### src/rtl/ssd_scan_decoder.sv
// Seven-segment scan decoder: watches a multiplexed display bus and
// rebuilds the eight hex digits and dot points once every digit is seen.
module ssd_scan_decoder #(
  parameter int unsigned SETTLE_CYC = 4
) (
  input  logic        Clk,
  input  logic        Reset,
  input  logic [7:0]  An,
  input  logic [7:0]  Cath,
  input  logic        err_clr,
  output logic [31:0] frame_digits,
  output logic [7:0]  frame_dp,
  output logic        frame_valid,
  output logic        code_err,
  output logic        anode_err
);

  typedef enum logic [1:0] {
    IDLE,
    SETTLE,
    HOLD
  } state_t;

  state_t      r_state;
  logic [7:0]  r_an;
  logic [7:0]  r_cath;
  logic [7:0]  r_cnt;
  logic [7:0]  r_mask;
  logic [31:0] r_slots;
  logic [7:0]  r_dps;

  logic [3:0]  w_nlow;
  logic        w_one;
  logic        w_multi;
  logic        w_chg;
  logic [2:0]  w_idx;
  logic [4:0]  w_dec;
  logic [7:0]  w_lim;

  assign w_nlow  = 4'($countones(~An));
  assign w_one   = (w_nlow == 4'd1);
  assign w_multi = (w_nlow > 4'd1);
  assign w_chg   = (An != r_an) || (Cath != r_cath);
  assign w_lim   = 8'(SETTLE_CYC);

  always_comb begin
    w_idx = 3'd0;
    for (int i = 0; i < 8; i++) begin
      if (!r_an[i]) w_idx = 3'(i);
    end
  end

  // {valid, nibble} for the registered abcdefg pattern
  always_comb begin
    w_dec = 5'h00;
    case (r_cath[7:1])
      7'b0000001: w_dec = 5'h10;
      7'b1001111: w_dec = 5'h11;
      7'b0010010: w_dec = 5'h12;
      7'b0000110: w_dec = 5'h13;
      7'b1001100: w_dec = 5'h14;
      7'b0100100: w_dec = 5'h15;
      7'b0100000: w_dec = 5'h16;
      7'b0001111: w_dec = 5'h17;
      7'b0000000: w_dec = 5'h18;
      7'b0000100: w_dec = 5'h19;
      7'b0001000: w_dec = 5'h1A;
      7'b1100000: w_dec = 5'h1B;
      7'b0110001: w_dec = 5'h1C;
      7'b1000010: w_dec = 5'h1D;
      7'b0110000: w_dec = 5'h1E;
      7'b0111000: w_dec = 5'h1F;
      default:    w_dec = 5'h00;
    endcase
  end

  always_ff @(posedge Clk or negedge Reset) begin
    if (!Reset) begin
      r_state      <= IDLE;
      r_an         <= 8'hFF;
      r_cath       <= 8'hFF;
      r_cnt        <= 8'd0;
      r_mask       <= 8'h00;
      r_slots      <= 32'h0;
      r_dps        <= 8'h00;
      frame_digits <= 32'h0;
      frame_dp     <= 8'h00;
      frame_valid  <= 1'b0;
      code_err     <= 1'b0;
      anode_err    <= 1'b0;
    end else begin
      frame_valid <= 1'b0;
      if (err_clr) begin
        code_err  <= 1'b0;
        anode_err <= 1'b0;
      end
      if (r_mask == 8'hFF) begin
        frame_digits <= r_slots;
        frame_dp     <= r_dps;
        frame_valid  <= 1'b1;
        r_mask       <= 8'h00;
      end
      // later assignments win, so error events override err_clr
      if (w_multi) begin
        anode_err <= 1'b1;
        r_state   <= IDLE;
        r_cnt     <= 8'd0;
      end else begin
        case (r_state)
          IDLE: begin
            if (w_one) begin
              r_state <= SETTLE;
              r_cnt   <= 8'd1;
              r_an    <= An;
              r_cath  <= Cath;
            end
          end
          SETTLE: begin
            if (w_chg) begin
              if (w_one) begin
                r_cnt  <= 8'd1;
                r_an   <= An;
                r_cath <= Cath;
              end else begin
                r_state <= IDLE;
                r_cnt   <= 8'd0;
              end
            end else if (r_cnt == w_lim) begin
              r_state <= HOLD;
              if (w_dec[4]) begin
                r_slots[{w_idx, 2'b00} +: 4] <= w_dec[3:0];
                r_dps[w_idx]  <= ~r_cath[0];
                r_mask[w_idx] <= 1'b1;
              end else begin
                code_err <= 1'b1;
              end
            end else begin
              r_cnt <= r_cnt + 8'd1;
            end
          end
          HOLD: begin
            if (w_chg) begin
              if (w_one) begin
                r_state <= SETTLE;
                r_cnt   <= 8'd1;
                r_an    <= An;
                r_cath  <= Cath;
              end else begin
                r_state <= IDLE;
                r_cnt   <= 8'd0;
              end
            end
          end
          default: begin
            r_state <= IDLE;
            r_cnt   <= 8'd0;
          end
        endcase
      end
    end
  end

endmodule
### config.mk
export PLATFORM = sky130hd
export DESIGN_NAME = ssd_scan_decoder
export DESIGN_NICKNAME = d
export VERILOG_FILES = /design/src/rtl/ssd_scan_decoder.sv
export SDC_FILE = /design/constraint.sdc
export NUM_CORES = 1
export LEC_CHECK = 0
export BUFFER_PORTS_ARGS = -buffer_cell sky130_fd_sc_hd__buf_2
export CAP_MARGIN = 25
export CORE_ASPECT_RATIO = 1.25
export CORE_MARGIN = 1
export CORE_UTILIZATION = 56
export CTS_BUF_LIST = sky130_fd_sc_hd__clkbuf_4 sky130_fd_sc_hd__clkbuf_8 sky130_fd_sc_hd__clkbuf_16
export DETAILED_ROUTE_END_ITERATION = 8
export HOLD_SLACK_MARGIN = 0.02
export PLACE_DENSITY = 0.77
export SYNTH_ARGS = -nofsm -noshare
export SYNTH_HDL_FRONTEND = slang
export SYNTH_SLANG_ARGS = --single-unit
### constraint.sdc
create_clock -name Clk -period 4.2 [get_ports Clk]
set_clock_uncertainty 0.05 [all_clocks]
set_input_delay 0.21 -clock Clk [delete_from_list [all_inputs] [get_ports Clk]]
set_output_delay 0.21 -clock Clk [all_outputs]
set_load 0.03 [all_outputs]
==> impl_results.md <==
* Critical path data required time at 4430 ps
* Final slew viol count at 0
* Worst flop-to-flop path endpoint: r_slots[1]
* Synth Register Bits at 117
* H-Tree Depth at 4
* Max Freq at 251 MHz
* Async S/R FF share, synth at between 90% and 100%
* PD cells at roughly 540 mW/mm2
* RSZ-0062 raised after global routing: no
* CP Class: input pin to flip-flop
* Syn_area_per_cell at 10.4 um2
* Worst VDD drop at 0.504 mV
* Sum Neg Setup Slack at 0 ps
* Vias per inst at 5.61
* Layout cells sized above 1 at 28.2%
* Hold path start: An[3]
* TritonCTS Sinks at 117
* Die Y at 116 um
* CP Data Arrival Time at 4210 ps
* Port bufs at 61
* Width of the die at 93.2 um
* # setup viols final at 0
* Initial Util at 57.6%
* DIE AREA at 0.0108 mm2
* Mapped Area at just under 0.006 mm2
* Class of the worst hold path: input pin to flip-flop
* GRT Total Usage at between 20% and 30%
* P_leak at 3.58 nW
* Starting DRT DRC Count at 203
* Core footprint at 0.0101 mm2
* # DRC at 0
* Initial antenna violation count at 0
* Number of hold violations in the final report at 0
* Wire per inst at 16.0 um
* FP Rows at 41
* Syn_nets at approximately 590
* Hold path cells at 2
* Tcrit/Tclk final at about 95%
* Post-Route WL at approximately 13 mm
* Worst slew pin tran at 1030 ps
* Final Non-Filler Cells at 785
* Post-DP HPWL at 8.47 mm
* R2R depth at 6
* Sequential-to-total area share from yosys stat at 50.6%
* Multi-input combinational cell area at 0.00265 mm2
* Filler instances at 747
* Most used DFF post-synth: dfrtp_1
* Final #Nets at roughly 680
* IO Pins at 62
* Area grow syn2layout at 21.5%
* Outcome: completed
* Synth unique cells at between 60 and 70
* FF/Latch Area at ~0.0029 mm2
* Clock latency on the worst-skew pair at 400 ps
* Gpl congestion at around 0.85
* Antenna cells at 0
* Gate Count Post-Synth at 559
* Vias in the first global route at 4319
* CTS tree: done
* Via count at about 4400
* TritonCTS buffer count at 17
* ANT nets after route at 0
* Gr ovfl total at 0
* Worst Hold Path EP: r_an[3]
* Slew HR at a little under a third
* Worst reg2reg setup slack at 880 ps
* Root Driver: clkbuf_16
* Tmin final at 3980 ps
* Bufs on Longest Clock Path at 2
* Ys Warns at 0
* Startpoint class of the critical path: input pin
* Largest net degree at the start of global routing at 87
* Clock Pin Slew Worst Setup and Hold Paths at approximately 50 ps
* DP Cell Count at between 700 and 800
* Post-synth EDFFs at 0
* Worst reg2reg path startpoint: r_cath[4]
* Global-route wire length before repair at 20.8 mm
* Resized cells post-CTS at 0
* CP Max Fanout at 4
* Drt pass-1 iters at 5
* Max-cap viol count at 0
* Crit. End Element: flip-flop
logic make-up after synthesis:
group | synth area share, %
AND/OR/NAND/NOR | 20.2
adder cells (fa/ha/maj) | 3.74
buffers and inverters | 4.40
multiplexers | 10.1
AO/OA/AOI/OAI | 8.31
XOR/XNOR | 2.56
flip-flops | 50.6
per-stage QoR:
stage               setup WS, ps  hold WS, ps  instance area, um2  power (W)  util, %
finish                       222         29.8                7070    0.00379     70.0
global route                63.1         30.1                7070    0.00397     70.0
CTS                          218         21.2                7050    0.00379     69.7
detailed placement         -70.9          392                6320    0.00237     62.6
global placement            19.2          384                6320    0.00233     62.6
floorplan                   42.9         -136                5840    0.00211        -
registers in the layout, summed over array words and instances (netlist names):
name          flops
r_cnt             8
anode_err         1
frame_dp          8
r_cath            8
r_dps             8
r_state           2
frame_valid       1
code_err          1
r_an              8
r_mask            8
frame_digits     32
r_slots          32
synth_stat cells, drive strengths merged (3+ instances only):
master | count | area (um2)
nand4b | 3 | 26.3
nor2 | 9 | 33.8
ha | 11 | 138
dfstp | 16 | 420
o311ai | 3 | 43.8
nand3b | 6 | 45.0
nand3 | 14 | 70.1
nor4 | 15 | 169
dfrtp | 101 | 2530
and3 | 5 | 31.3
a21o | 10 | 75.1
inv | 38 | 143
xor2 | 17 | 149
o21ai | 21 | 105
nor2b | 8 | 50.1
or3 | 5 | 31.3
nand2b | 4 | 25.0
nand2 | 116 | 438
and2 | 5 | 31.3
a21oi | 9 | 45.0
nand4 | 7 | 43.8
mux2 | 40 | 450
buf | 10 | 53.8
nor3 | 11 | 60.1
mux2i | 14 | 140
a31o | 3 | 26.3
or2 | 3 | 18.8
fa | 4 | 80.1
clkbuf | 15 | 56.3
a31oi | 8 | 50.1
final cells by class:
cell class / count / area share, %
Tap cell: 129 / 2.28
Multi-Input combinational cell: 378 / 37.4
Clock inverter: 9 / 1.45
Timing Repair Buffer: 91 / 8.31
Clock buffer: 22 / 6.81
Sequential cell: 117 / 41.7
Inverter: 39 / 2.07
what timing repair did:
action,CTS,global route
hold endpoints to repair,57,0
setup buffers,0,0
hold buffers,14,0
metal layers:
layer	wire length, um	track usage (%)	vias to the layer above
li1	-	-	2095
met1	5180	30.9	2181
met2	6750	44.2	112
met3	453	5.91	16
met4	151	7.79	0
met5	0	0	-
cell usage in the layout (no fill, tap or decap), types with 11 or more instances in the layout:
master,n
mux2i_1,14
mux2_2,40
o21ai_0,21
dfstp_2,16
dlygate4sd3_1,14
ha_1,11
xor2_1,17
dfrtp_1,101
nand3_1,14
inv_1,37
buf_4,16
clkbuf_16,17
buf_2,60
nand2_1,115
worst max path at each step:
stage          slack (ps)  start     endpoint
4_1_cts               220  An[6]  r_slots[24]
3_5_place_dp          -70  An[0]  r_slots[25]
6_report              220  An[6]  r_slots[24]
5_1_grt                60  An[6]  r_slots[24]
3_3_place_gp           20  An[0]  r_slots[27]
2_1_floorplan          40  An[0]  r_slots[24]
critical path: stages:
cell	delay [ps]
dlygate4sd3_1	520
buf_2	140
inv_1	60
fa_1	500
fa_1	520
ha_1	170
inv_1	60
fa_1	370
nor2_1	100
a31o_2	200
nand2_4	50
or4b_4	520
nor4b_4	390
mux2_2	390
report_power, final:
group	internal [W]	switching, W
Clock	0.000924	0.000484
Combinational	0.000379	0.000491
Sequential	0.00128	0.000225
Total	0.00259	0.00120
(Power assumes the default switching activity.)
